## src/rtl/demux32_1to2_reg.sv

```systemverilog
// Registered 1-to-2 word router: one source stream steered to port A or B
// by a per-beat select, with a one-entry valid/ready slot on each output.
//
// Ports:
//   Clk, Rst             clock, synchronous active-low reset
//   inData/inValid/sel   source word, beat present, destination (0=A, 1=B)
//   inReady              combinational accept, depends on the selected port only
//   outA/outAValid/outAReady  port A registered word and handshake
//   outB/outBValid/outBReady  port B registered word and handshake
//   cntA/cntB            delivered-beat counters (macro DEMUX_BEAT_CNT_EN),
//                        tied to zero when the macro is undefined
module demux32_1to2_reg #(
  parameter int WIDTH = 32,
  parameter int CNT_W = 16
) (
  input  logic             Clk,
  input  logic             Rst,
  input  logic [WIDTH-1:0] inData,
  input  logic             inValid,
  input  logic             sel,
  output logic             inReady,
  output logic [WIDTH-1:0] outA,
  output logic             outAValid,
  input  logic             outAReady,
  output logic [WIDTH-1:0] outB,
  output logic             outBValid,
  input  logic             outBReady,
  output logic [CNT_W-1:0] cntA,
  output logic [CNT_W-1:0] cntB
);

  logic             a_vld_q, a_vld_d;
  logic             b_vld_q, b_vld_d;
  logic [WIDTH-1:0] a_dat_q, a_dat_d;
  logic [WIDTH-1:0] b_dat_q, b_dat_d;
  logic             a_free;
  logic             b_free;
  logic             acc_a;
  logic             acc_b;

  // A slot can take a new word if it is empty or drains this edge.
  always_comb begin
    a_free  = !a_vld_q || outAReady;
    b_free  = !b_vld_q || outBReady;
    inReady = Rst && (sel ? b_free : a_free);
    acc_a   = inValid && inReady && !sel;
    acc_b   = inValid && inReady && sel;
  end

  always_comb begin
    a_vld_d = a_vld_q;
    a_dat_d = a_dat_q;
    if (acc_a) begin
      a_vld_d = 1'b1;
      a_dat_d = inData;
    end else if (outAReady) begin
      a_vld_d = 1'b0;
    end
  end

  always_comb begin
    b_vld_d = b_vld_q;
    b_dat_d = b_dat_q;
    if (acc_b) begin
      b_vld_d = 1'b1;
      b_dat_d = inData;
    end else if (outBReady) begin
      b_vld_d = 1'b0;
    end
  end

  always_ff @(posedge Clk) begin
    if (!Rst) begin
      a_vld_q <= 1'b0;
      b_vld_q <= 1'b0;
      a_dat_q <= '0;
      b_dat_q <= '0;
    end else begin
      a_vld_q <= a_vld_d;
      b_vld_q <= b_vld_d;
      a_dat_q <= a_dat_d;
      b_dat_q <= b_dat_d;
    end
  end

  assign outA      = a_dat_q;
  assign outAValid = a_vld_q;
  assign outB      = b_dat_q;
  assign outBValid = b_vld_q;

`ifdef DEMUX_BEAT_CNT_EN
  logic [CNT_W-1:0] cnt_a_q, cnt_a_d;
  logic [CNT_W-1:0] cnt_b_q, cnt_b_d;

  // Natural wrap modulo 2^CNT_W.
  always_comb begin
    cnt_a_d = cnt_a_q + CNT_W'(a_vld_q && outAReady);
    cnt_b_d = cnt_b_q + CNT_W'(b_vld_q && outBReady);
  end

  always_ff @(posedge Clk) begin
    if (!Rst) begin
      cnt_a_q <= '0;
      cnt_b_q <= '0;
    end else begin
      cnt_a_q <= cnt_a_d;
      cnt_b_q <= cnt_b_d;
    end
  end

  assign cntA = cnt_a_q;
  assign cntB = cnt_b_q;
`else
  assign cntA = '0;
  assign cntB = '0;
`endif

endmodule

```

## config.mk

```make
export PLATFORM = sky130hd
export DESIGN_NAME = demux32_1to2_reg
export DESIGN_NICKNAME = d
export VERILOG_FILES = /design/src/rtl/demux32_1to2_reg.sv
export SDC_FILE = /design/constraint.sdc
export NUM_CORES = 1
export LEC_CHECK = 0
export ABC_AREA = 1
export CORE_MARGIN = 5
export CORE_UTILIZATION = 41
export CTS_CLUSTER_DIAMETER = 60
export DETAILED_ROUTE_END_ITERATION = 10
export HOLD_SLACK_MARGIN = 0.05
export PLACE_DENSITY_LB_ADDON = 0.05
export SETUP_SLACK_MARGIN = 0.02
export SYNTH_ARGS = -nofsm -noshare
export SYNTH_HDL_FRONTEND = slang
export SYNTH_SLANG_ARGS = --single-unit
```

## constraint.sdc

```tcl
create_clock -name Clk -period 1.4 [get_ports Clk]
set_input_delay 0.28 -clock Clk [delete_from_list [all_inputs] [get_ports Clk]]
set_output_delay 0.28 -clock Clk [all_outputs]
set_load 0.02 [all_outputs]
```

# Yosys cells after proc, flatten, opt, wreduce, memory -nomap -nowiden
# Cells that the tools add are included.
# W data, S select, Z words.
# classes
mux	5
reduce_logical	11
# op_table
op	n
$mux W1	5
$logic_and A1 B1 Y1	4
$reduce_bool A2 Y1	2
$logic_not A1 Y1	3
$logic_or A1 B1 Y1	2
# word_totals
regBits	66
out_inout_bits	99
wordCells	20

# Logic depth before layout (Yosys ltp)
# depth
ltp_word	7
depth_mapped	8
ltp_nobuf	7

# Least setup slack after synthesis
# No wires, ideal clock.
# synth_path
path_kind	register to register
from	reg b_vld_q, in the netlist outBValid
to	reg b_dat_q[22], in the netlist outB[22]
t_arrival_ns	1.165
required_time_ns	1.272
setup_slack_ns	0.108
stages_incl_launch_ff	8
n_path_buf	2
period_less_slack_ns	1.292
path_cell_list	dfxtp_1 -> nand2_1 -> nand4_1 -> buf_2 -> buf_2 -> nor2_1 -> a21oi_1 -> nor2_1
# synth_between
elab_chain_len	6
# synth_rtl
element	line_no	text
start, declared	33	logic b_vld_q, b_vld_d;
start signal, assigned	80	b_vld_q <= b_vld_d;
$logic_not A1 Y1	44	b_free = !b_vld_q || outBReady;
$logic_or A1 B1 Y1	44	
$mux W1	45	inReady = Rst && (sel ? b_free : a_free);
$logic_and A1 B1 Y1	45	
$logic_and A1 B1 Y1 (2 in series)	47	acc_b = inValid && inReady && sel;
end signal, assigned	82	b_dat_q <= b_dat_d;
end, declared	35	logic [WIDTH-1:0] b_dat_q, b_dat_d;
# Every way passes these cells.
# A chain may end at the register's enable or synchronous reset.

# Worst setup path after layout
# layout_path
from	in sel
to	out inReady
# layout_between
elab_chain_len	2
# layout_rtl
element	line_no	text
start, declared	20	input logic sel,
$mux W1	45	
$logic_and A1 B1 Y1	45	
end, declared	21	output logic inReady,
# Every way passes these cells.

==> Flow_metrics.wiki <==
{| class="wikitable"
! Metric !! Value
|-
| Depth of the CTS H-tree || 3
|-
| Global-route total usage across every layer || roughly 18%
|-
| Share of the clock period used by the worst path after layout || between 90% and 100%
|-
| Cell area after layout || ~4200 um^2
|-
| Dpl cells || just under 600
|-
| RSZ-0062 raised after global routing || yes
|-
| Global-route wire length before repair || roughly 13 mm
|-
| Die span in x || ~94 um
|-
| Result of the run || complete, no violations
|-
| Routability congestion estimate || ~0.79
|-
| Main combinational cell family by area after synthesis || simple AND/OR/NAND/NOR gates
|-
| Pwr/cell area || about 1000 nW/um^2
|-
| Pin count of the biggest net entering global routing || 38
|-
| Synthesized flop and latch total || 66
|-
| Core area || between 6000 and 7000 um^2
|-
| Initial Utilization || between 40% and 50%
|-
| CTS hold repair buffers || 0
|-
| Fraction of the yosys area taken by sequential cells || a little under half
|-
| Leakage || around 2.2 nW
|-
| Area share of and/or/nand/nor cells after synthesis || 30.4%
|-
| Number of remaining DRC errors || 0
|-
| Xor-xnor portion of the synthesized cell area || 0%
|-
| Syn-to-layout area delta || 45.8%
|-
| Max Fclk || roughly 740 MHz
|-
| Type of element launching the critical path || primary input
|-
| Clock Latency Late Sink || approximately 320 ps
|-
| Core occupancy in the finished layout || about three fifths
|-
| Hold slack final || ~280 ps
|-
| Share of the synthesized area in compound gates (AO/OA/AOI/OAI) || around 5.7%
|-
| Max-cap violation count || 0
|-
| Finish-stage setup viols || 0
|-
| Worst path arrival time || ~1100 ps
|-
| Maximum net fanout on the critical path || 5
|-
| Gr ovfl total || 0
|-
| Max Transition Viols Final || 0
|-
| Leading cell types in the layout, fill and taps excluded || sky130_fd_sc_hd__nor2_1, sky130_fd_sc_hd__dlygate4sd2_1, sky130_fd_sc_hd__dfxtp_1
|-
| Unique cell type count in the Yosys netlist || 19
|-
| CTS tree || yes
|-
| Pre-antenna DRT Iters || 4
|-
| Largest cells by area after synthesis || sky130_fd_sc_hd__dfxtp_1, sky130_fd_sc_hd__nor2_1, sky130_fd_sc_hd__buf_4
|-
| Vertical extent of the die || ~94 um
|-
| Adder-cell share of the synthesized area || 0%
|-
| Via count of the first global-routing pass || between 2000 and 3000
|-
| Number of nets in the final layout || roughly 550
|-
| Count of vias placed by the detailed router || 2800
|-
| Synth Warn # || 0
|-
| Total I/O pin count || 137
|-
| Violation count after the first detailed-route iteration || 79
|-
| CP endpoint kind || output port
|-
| Number of buffer cells added on primary ports || ~100
|-
| Detailed-route wire length || 8.23 mm
|-
| Multiplexer fraction of the synthesized cell area || 0%
|-
| Site row count || 30
|-
| Commonest non-fill, non-tap cell in the layout || sky130_fd_sc_hd__nor2_1
|-
| Min Clock Period, post-route || 1360 ps
|-
| Detailed placer's ending HPWL || around 5.6 mm
|-
| Peak supply drop || around 0.57 mV
|-
| Via-per-instance ratio || roughly 4.6
|-
| Drt wl/cell || between 10 and 15 um
|-
| WP data required || around 1100 ps
|-
| Clk buf depth || 2
|-
| Root Driver || sky130_fd_sc_hd__clkbuf_8
|-
| Number of hold-slack violations in the final timing report || 0
|-
| Syn Area/Cell || roughly 7.2 um^2
|-
| Largest clock skew in the final design || slightly below 3 ps
|-
| Crit Path Category || in2out
|-
| Cell area after synthesis || between 2000 and 3000 um^2
|-
| Antenna diode instance count || 0
|-
| Area post-placement || about 4000 um^2
|-
| Antenna viol nets, final || 0
|-
| Fraction of synthesized cell area taken by the top area cell type || approximately 46%
|-
| Antenna violations before repair || 0
|-
| Filler-free cell count of the finished design || 611
|-
| Die Outline Area || between 8000 and 9000 um^2
|-
| Share of final-layout standard cells stronger than drive strength 1 || 10.3%
|-
| Cts bufs inserted || 9
|-
| Cell accounting for the most synthesized area || sky130_fd_sc_hd__dfxtp_1
|-
| Number of cells produced by synthesis || 400
|-
| Sink Count || between 60 and 70
|-
| Clock-pin slew reported for the worst setup and hold paths after clock tree synthesis || 70 ps
|-
| Hold WC Path Type || in2reg
|}
[final timing paths]
check	from	to	slack, ps	cells past startpoint
worst min-delay path	outBReady	outBValid	280	4
worst max register to register	outBValid	outB[27]	100	7
worst max-delay path	sel	inReady	40	5
worst min register to register	outA[8]	outA[8]	470	2
[metrics by stage]
| step | power, mW | setup WS [ps] | TNS, ps |
|---|---|---|---|
| after detailed placement | 2.84 | -677 | -27610 |
| after global placement | 2.83 | -670 | -27320 |
| after CTS | 4.28 | -132 | -669 |
| after global routing | 4.47 | -8.96 | -8.96 |
| after floorplan | 2.55 | 108 | 0 |
| final | 4.25 | 39.6 | 0 |
[synthesized netlist by cell type, drive strengths merged]
library cell,count
a21oi,33
buf,50
clkbuf,9
clkinv,1
conb,1
dfxtp,66
inv,36
nand2,35
nand3,2
nand4,34
nor2,133
[state kept, by name (all words and copies together) (netlist names)]
signal and count:
outA 32, outB 32, outAValid 1, outBValid 1
[report_power, final]
part / switching [mW] / internal [mW]
registers: 0.0385 / 1.96
logic: 0.470 / 0.315
clock network: 0.683 / 0.785
[metal layers]
metal  share of wire (%)  global-route usage [%]  vias up
met5                   0                       0        -
met4                 1.1                    7.22        0
met3                 8.4                    4.89        8
met2                  48                    30.6      108
met1                  42                    22.8     1274
li1                    -                       -     1410
[worst max-delay path, cell delays in order]
cell and delay, ps:
sky130_fd_sc_hd__dlygate4sd2_1 330, sky130_fd_sc_hd__nand3_2 130, sky130_fd_sc_hd__nand2_2 70, sky130_fd_sc_hd__nor2_4 140
sky130_fd_sc_hd__buf_6 130
[cell type report]
cell class,count,area (um^2)
Fill cell,678,2630
Clock buffer,14,173
Timing Repair Buffer,127,1250
Clock inverter,2,10.0
Sequential cell,66,1320
Tap cell,96,120
Inverter,37,139
Multi-Input combinational cell,269,1180
[logic make-up (layout without fill, tap and decap cells)]
| group | after synthesis | count (layout) |
|---|---|---|
| DFF | 66 | 66 |
| and+or+nand+nor | 204 | 204 |
| AOI/OAI and AO/OA | 33 | 33 |
| other | 1 | 32 |
| buffers and inverters | 96 | 180 |
[timing repair]
action / CTS / global route
setup buffers: 1 / 1
gates resized for setup: 80 / 17
cloned: 2 / 1
endpoints found under the setup margin: 118 / 60
pin swaps: 0 / 2
endpoints found under the hold margin: 0 / 0
Power figures use the tool's default switching activity.
